--- src/rtl/uart_rx.sv ---
// UART receiver: 8N1 frames sampled at bit centres, with a one-byte holding
// register handed to the consumer over a valid/ready handshake.
module uart_rx #(
    parameter int CLOCK_FREQUENCY = 50000000,
    parameter int BAUD_RATE       = 115200
) (
    input  logic       clk,
    input  logic       rst,
    input  logic       rx,
    input  logic       ready,
    output logic [7:0] data,
    output logic       valid,
    output logic       frame_err,
    output logic       overrun,
    output logic       busy
);

    localparam int DIV = CLOCK_FREQUENCY / BAUD_RATE;
    localparam int CW  = (DIV > 1) ? $clog2(DIV) : 1;
    localparam logic [CW-1:0] HALF_LAST = CW'(DIV / 2 - 1);
    localparam logic [CW-1:0] BIT_LAST  = CW'(DIV - 1);

    generate
        if (DIV < 4) begin : gDivCheck
            $error("uart_rx: CLOCK_FREQUENCY/BAUD_RATE must be at least 4");
        end
    endgenerate

    typedef enum logic [1:0] {
        IDLE,
        START,
        DATA,
        STOP
    } state_t;

    state_t        state_q;
    logic [CW-1:0] cnt_q;
    logic [2:0]    idx_q;
    logic          sync1_q;
    logic          rs_q;
    logic          rsPrev_q;
    logic [7:0]    shift_q;
    logic [7:0]    data_q;
    logic          valid_q;
    logic          frameErr_q;
    logic          overrun_q;
    logic          busy_q;

    // Edge detection needs a previous 1, so a break after a bad stop bit
    // cannot restart reception until the line has been seen high again.
    always_ff @(posedge clk or posedge rst) begin
        if (rst) begin
            state_q    <= IDLE;
            cnt_q      <= '0;
            idx_q      <= 3'd0;
            sync1_q    <= 1'b1;
            rs_q       <= 1'b1;
            rsPrev_q   <= 1'b1;
            shift_q    <= 8'h00;
            data_q     <= 8'h00;
            valid_q    <= 1'b0;
            frameErr_q <= 1'b0;
            overrun_q  <= 1'b0;
            busy_q     <= 1'b0;
        end else begin
            sync1_q    <= rx;
            rs_q       <= sync1_q;
            rsPrev_q   <= rs_q;
            frameErr_q <= 1'b0;
            overrun_q  <= 1'b0;

            if (valid_q && ready) begin
                valid_q <= 1'b0;
            end

            case (state_q)
                IDLE: begin
                    if (rsPrev_q && !rs_q) begin
                        cnt_q   <= '0;
                        state_q <= START;
                        busy_q  <= 1'b1;
                    end
                end

                START: begin
                    if (cnt_q == HALF_LAST) begin
                        if (!rs_q) begin
                            cnt_q   <= '0;
                            idx_q   <= 3'd0;
                            state_q <= DATA;
                        end else begin
                            state_q <= IDLE;
                            busy_q  <= 1'b0;
                        end
                    end else begin
                        cnt_q <= cnt_q + CW'(1);
                    end
                end

                DATA: begin
                    if (cnt_q == BIT_LAST) begin
                        shift_q[idx_q] <= rs_q;
                        idx_q          <= idx_q + 3'd1;
                        cnt_q          <= '0;
                        if (idx_q == 3'd7) begin
                            state_q <= STOP;
                        end
                    end else begin
                        cnt_q <= cnt_q + CW'(1);
                    end
                end

                STOP: begin
                    if (cnt_q == BIT_LAST) begin
                        state_q <= IDLE;
                        busy_q  <= 1'b0;
                        cnt_q   <= '0;
                        // A handshake in this same cycle frees the register for the new byte.
                        if (!rs_q) begin
                            frameErr_q <= 1'b1;
                        end else if (!valid_q || ready) begin
                            data_q  <= shift_q;
                            valid_q <= 1'b1;
                        end else begin
                            overrun_q <= 1'b1;
                        end
                    end else begin
                        cnt_q <= cnt_q + CW'(1);
                    end
                end

                default: begin
                    state_q <= IDLE;
                    busy_q  <= 1'b0;
                end
            endcase
        end
    end

    assign data      = data_q;
    assign valid     = valid_q;
    assign frame_err = frameErr_q;
    assign overrun   = overrun_q;
    assign busy      = busy_q;

endmodule
--- config.mk ---
export PLATFORM = sky130hd
export DESIGN_NAME = uart_rx
export DESIGN_NICKNAME = d
export VERILOG_FILES = /design/src/rtl/uart_rx.sv
export SDC_FILE = /design/constraint.sdc
export NUM_CORES = 1
export LEC_CHECK = 0
export ABC_CLOCK_PERIOD_IN_PS = 2500
export CAP_MARGIN = 20
export CORE_UTILIZATION = 55
export DETAILED_ROUTE_END_ITERATION = 10
export PLACE_DENSITY = 0.79
export SYNTH_ARGS = -nofsm -noshare
export SYNTH_HDL_FRONTEND = slang
export SYNTH_SLANG_ARGS = --single-unit
--- constraint.sdc ---
create_clock -name clk -period 2.5 [get_ports clk]
set_clock_uncertainty 0.2 [all_clocks]
set_input_delay 0.5 -clock clk [delete_from_list [all_inputs] [get_ports clk]]
set_output_delay 0.5 -clock clk [all_outputs]
set_load 0.01 [all_outputs]
; ---- Word-level counts from Yosys, hierarchy flattened
; Cells that the tools add are included.
[word_totals]
output_inout_bits = 12
inputBits = 4
regBits = 37
[op_classes]
eq_ne = 14
reduce_logical = 16
mux = 36
addsub = 2
order_cmp = 2
[ops]
columns = op, count
row1 = 9-bit 2-to-1 mux, 4
row2 = 9-bit one-hot mux with 3 select lines, 1
row3 = 1-bit 2-to-1 mux, 17
row4 = "2-bit != test, second input constant", 7
row5 = 2-bit 2-to-1 mux, 6
row6 = 5-bit AND reduction, 2
row7 = "9-bit by 1-bit adder with 9-bit output, second input constant", 1
row8 = "9-bit by 8-bit equality test with 1-bit output, second input constant", 1
row9 = "9-bit equality test, second input constant", 1
row10 = 3-bit 2-to-1 mux, 3
row11 = 8-bit bitwise mux, 1
row12 = 2-bit one-hot mux with 4 select lines, 1
row13 = 4-bit AND reduction, 2
row14 = 3-bit one-hot mux with 2 select lines, 1
row15 = "2-bit equality test, second input constant", 2
row16 = "3-bit by 4-bit < comparator with 1-bit output, second input constant", 1
row17 = 2-bit AND reduction, 2
row18 = "3-bit by 1-bit adder with 3-bit output, second input constant", 1
row19 = 1-bit demux with 3-bit select, 1
row20 = "3-bit equality test, second input constant", 1
row21 = "3-bit by 1-bit >= comparator with 1-bit output, second input constant", 1
row22 = 1-bit logical AND, 3
row23 = "3-bit != test, second input constant", 1
row24 = 1-bit one-hot mux with 3 select lines, 1
row25 = other kinds (7), 8

; ---- Longest topological paths before layout
; Gate-level depths: netlist of run 1.
[depth]
word_depth = 6
ltp_mapped = 7
mapped_depth_nobuf = 6

; ---- Least setup slack after synthesis of run 1
; Ideal clock, no wire load.
[synth_timing]
path_kind = register -> register
startpoint = register cnt_q[1]
endpoint = register data_q[0], in the netlist data[0]
setup_time_ps = 125
path_stages_with_launch = 7
required_time_ps = 2175
path_slack_ps = 430
arrival_ps = 1746
n_path_buf = 0
synth_period_minus_slack_ps = 2070
cell_sequence = dfrtp_1 -> inv_1 -> ha_1 -> and4bb_2 -> nand2_2 -> nor4_4 -> mux2_2
[synth_between]
elab_chain_len = 2
[synth_lines]
columns = element, line_no
row1 = from (decl), 37  ; logic [CW-1:0] cnt_q;
row2 = from (signal assigned), 96  ; cnt_q <= cnt_q + CW'(1);
row3 = from (signal assigned), 109  ; cnt_q <= cnt_q + CW'(1);
row4 = from (signal assigned), 128  ; cnt_q <= cnt_q + CW'(1);
row5 = 9-bit equality test, 114  ; if (cnt_q == BIT_LAST) begin
row6 = 4-bit AND reduction (no source line), n/a
row7 = to (signal assigned), 122  ; data_q <= shift_q;
row8 = to (decl), 43  ; logic [7:0] data_q;
; Every way passes these cells.
; A chain may end at the register's enable or synchronous reset.

; ---- Worst setup path in the final report of run 1
; Ends and elaborated chain as after synthesis.

==> results.py, run 1 <==
metrics = {
    "run_status": {
        "status": "finished, final reports clean",
    },
    "route": {
        "met3_length_um": 133,
        "drc": 0,
        "via_per_inst": 5.928,
        "num_vias": 1405,
        "wl_met1_um": 1648,
        "ant_nets": 0,
        "wl_per_cell_um": 14.62,
        "dr.pass1.iters": 4,
        "drt_iter0_drc": 40,
        "wl_met2_um": 1612,
        "top_layer": "met4",
        "drt_wl_total_um": 3466,
    },
    "timing": {
        "worstMarginPinSlew_ps": 625.0,
        "final.setup.tns_ps": 0,
        "post-route-min-period_ps": 2300,
        "timing.fmax_mhz": 434.8,
        "final-hold-violation-count": 0,
        "drv_slew": 0,
        "setup_viol": 0,
        "finalCritPeriodShare_pct": 92.00,
        "whs_ps": 165.9,
        "rsz0062_at_grt": "no",
        "slew_headroom_pct": 58.33,
    },
    "clock_tree": {
        "cts_buffers": 5,
        "ctsHoldBuffers": 0,
        "cts.clk_slew.worst_paths_ps": 100,
        "clock_sinks": 37,
        "cts_tree": "built",
        "insertion_delay_ps": 350,
        "cts-root-buf": "clkbuf_4",
        "clk_path_buf_depth": 2,
        "htree_levels": 2,
    },
    "cells_and_area": {
        "fillCellCount": 237,
        "layout_common_cells": "dfrtp_1, nand2_1, clkdlybuf4s50_1, nor2_1, mux2_2",
        "regArea_um2": 929.6,
        "syn_to_final_growth_pct": 16.10,
        "drive_above_1_share_pct": 16.06,
        "multiInputGateArea_um2": 830.8,
        "fin_nets": 201,
        "antennaDiodeCount": 0,
        "mostFrequentLayoutCell": "dfrtp_1",
        "final_util_pct": 67.72,
    },
    "placement": {
        "gp_congestion": 0.8523,
        "post-dp-hpwl_um": 2377,
        "port_buffers": 15,
    },
    "run": {
        "maxCapViolCount": 0,
    },
    "grt": {
        "grt_usage_pct": 22.90,
        "grt_start_max_net_pins": 38,
        "antenna_found_initial": 0,
        "grt.overflow.total": 0,
        "grt_pass1_wl_um": 5871,
        "grt_pass1_vias": 1344,
    },
    "floorplanning": {
        "core-area_um2": 3078,
        "die_w_um": 59.14,
        "rows": 20,
        "ioPinCount": 16,
        "initial_core_util_pct": 58.33,
        "floorplan.die.height_um": 59.14,
        "die_area_um2": 3497,
    },
    "logic_synthesis": {
        "yosysTopAreaCell": "dfrtp_1",
        "syn_area_um2": 1795,
        "ys.flop_type": "dfrtp_1",
        "synth_edf_count": 0,
        "synth-async-reset-ratio_pct": 100.0,
        "synth-seq-area-share_pct": 51.78,
        "synth_seq_cells": 37,
        "synth_cell_type_count": 40,
        "ys_warn_count": 0,
        "netlist_instances": 169,
        "synthTopCellsByArea": "dfrtp_1, mux2_2, dfstp_2",
        "avgSynthCellArea_um2": 10.62,
        "synth_nets": 178,
        "synth_top_area_share_pct": 47.39,
    },
    "critical_path": {
        "arrival_ps": 2340,
        "startpoint": "cnt_q[1]$_DFFE_PP0P_",
        "critPathCaptureType": "register",
        "path_class": "register to register",
        "cp-start-kind": "register",
        "cp_data_required_time_ps": 2540,
        "crit_path_max_fanout": 12,
        "rr_startpoint": "cnt_q[1]$_DFFE_PP0P_",
    },
    "worst_hold_path": {
        "hold_start": "sync1_q$_DFF_PP1_",
        "hp-class": "register to register",
    },
    "power_and_ir_drop": {
        "ir_worst_vdd_mv": 0.5303,
        "powerDensity_nw_per_um2": 735.3,
        "leakage_nw": 0.9610,
    },
}
[cells in the mapped netlist, types with 3 or more instances]
| cell | count |
|---|---|
| nand2b_1 | 4 |
| o31ai_1 | 4 |
| mux2_2 | 13 |
| o22ai_1 | 6 |
| o21ai_0 | 7 |
| dfrtp_1 | 34 |
| clkbuf_1 | 3 |
| nor2b_1 | 5 |
| ha_1 | 5 |
| nor2_1 | 13 |
| dfstp_2 | 3 |
| inv_1 | 6 |
| a21oi_1 | 4 |
| nor3_1 | 3 |
| nand2_1 | 20 |
| nor4_1 | 5 |
| nand3_1 | 4 |
[metal layers]
layer	track usage, %	vias to the layer above
li1	-	669
met2	35.55	31
met5	0	-
met3	8.079	10
met1	29.02	695
met4	9.864	0
[registers in the layout, indices dropped and copies added, names as in the netlist, named ones only]
register,cells
idx_q,3
frame_err,1
overrun,1
state_q,1
cnt_q,9
shift_q,8
sync1_q,1
rsPrev_q,1
valid,1
rs_q,1
busy,1
data,8
[cell type report]
cell class / count / area share (%)
Timing Repair Buffer: 20 / 9.004
Multi-Input combinational cell: 122 / 39.86
Tap cell: 44 / 2.641
Inverter: 6 / 1.080
Sequential cell: 37 / 44.60
Clock buffer: 8 / 2.821
[where the power goes]
| part | switching (mW) | internal (mW) | total [mW] |
|---|---|---|---|
| Clock | 0.192 | 0.139 | 0.331 |
| Sequential | 0.0995 | 0.667 | 0.767 |
| Combinational | 0.267 | 0.168 | 0.435 |
[final timing paths]
path	cells after the start	end	slack (ps)
max reg2reg	7	data[0]$_DFFE_PP0P_	200
max	7	data[0]$_DFFE_PP0P_	200
min	0	rs_q$_DFF_PP1_	170
min reg2reg	0	rs_q$_DFF_PP1_	170
max in group asynchronous	3	rs_q$_DFF_PP1_	1400
min in group asynchronous	3	idx_q[1]$_DFFE_PP0P_	340
[repair_timing]
action	in CTS	in global routing
setup endpoints to repair	0	4
setup buffers	0	0
gates resized for setup	0	1
[worst max-delay path, cell delays in order (launching register included)]
cell	delay (ps)
dfrtp_1	420
inv_1	90
ha_1	150
and4bb_2	290
nand2_2	200
nor4_4	290
buf_4	210
mux2_2	340
[kinds of logic (layout without fill, tap and decap cells)]
group / count (synthesis) / in the layout / share of synthesized area [%]
AND/OR/NAND/NOR: 66 / 66 / 19.86
flip-flops: 37 / 37 / 51.78
AO/OA/AOI/OAI: 36 / 36 / 13.45
multiplexers: 15 / 15 / 9.268
buffers and inverters: 10 / 34 / 2.160
adder cells (fa/ha/maj): 5 / 5 / 3.484
[stage by stage]
stage / worst slack (ps) / cells / power, mW / instance area, um2
after floorplan: 429.8 / 169 / 1.071 / 1795
after global placement: 261.5 / 229 / 1.172 / 2022
after detailed placement: 142.6 / 229 / 1.197 / 2022
after CTS: 69.90 / 237 / 1.531 / 2081
after global routing: 104.8 / 237 / 1.629 / 2085
final: 199.9 / 237 / 1.533 / 2085
No activity file was read; power rests on OpenSTA's default activity.
==> inputs of run 2 (changes only) <==
Settings changed: SKIP_LAST_GASP set to 1.
==> results of run 2 <==
No change in the layout: final DEF, timing and power equal those of run 1.
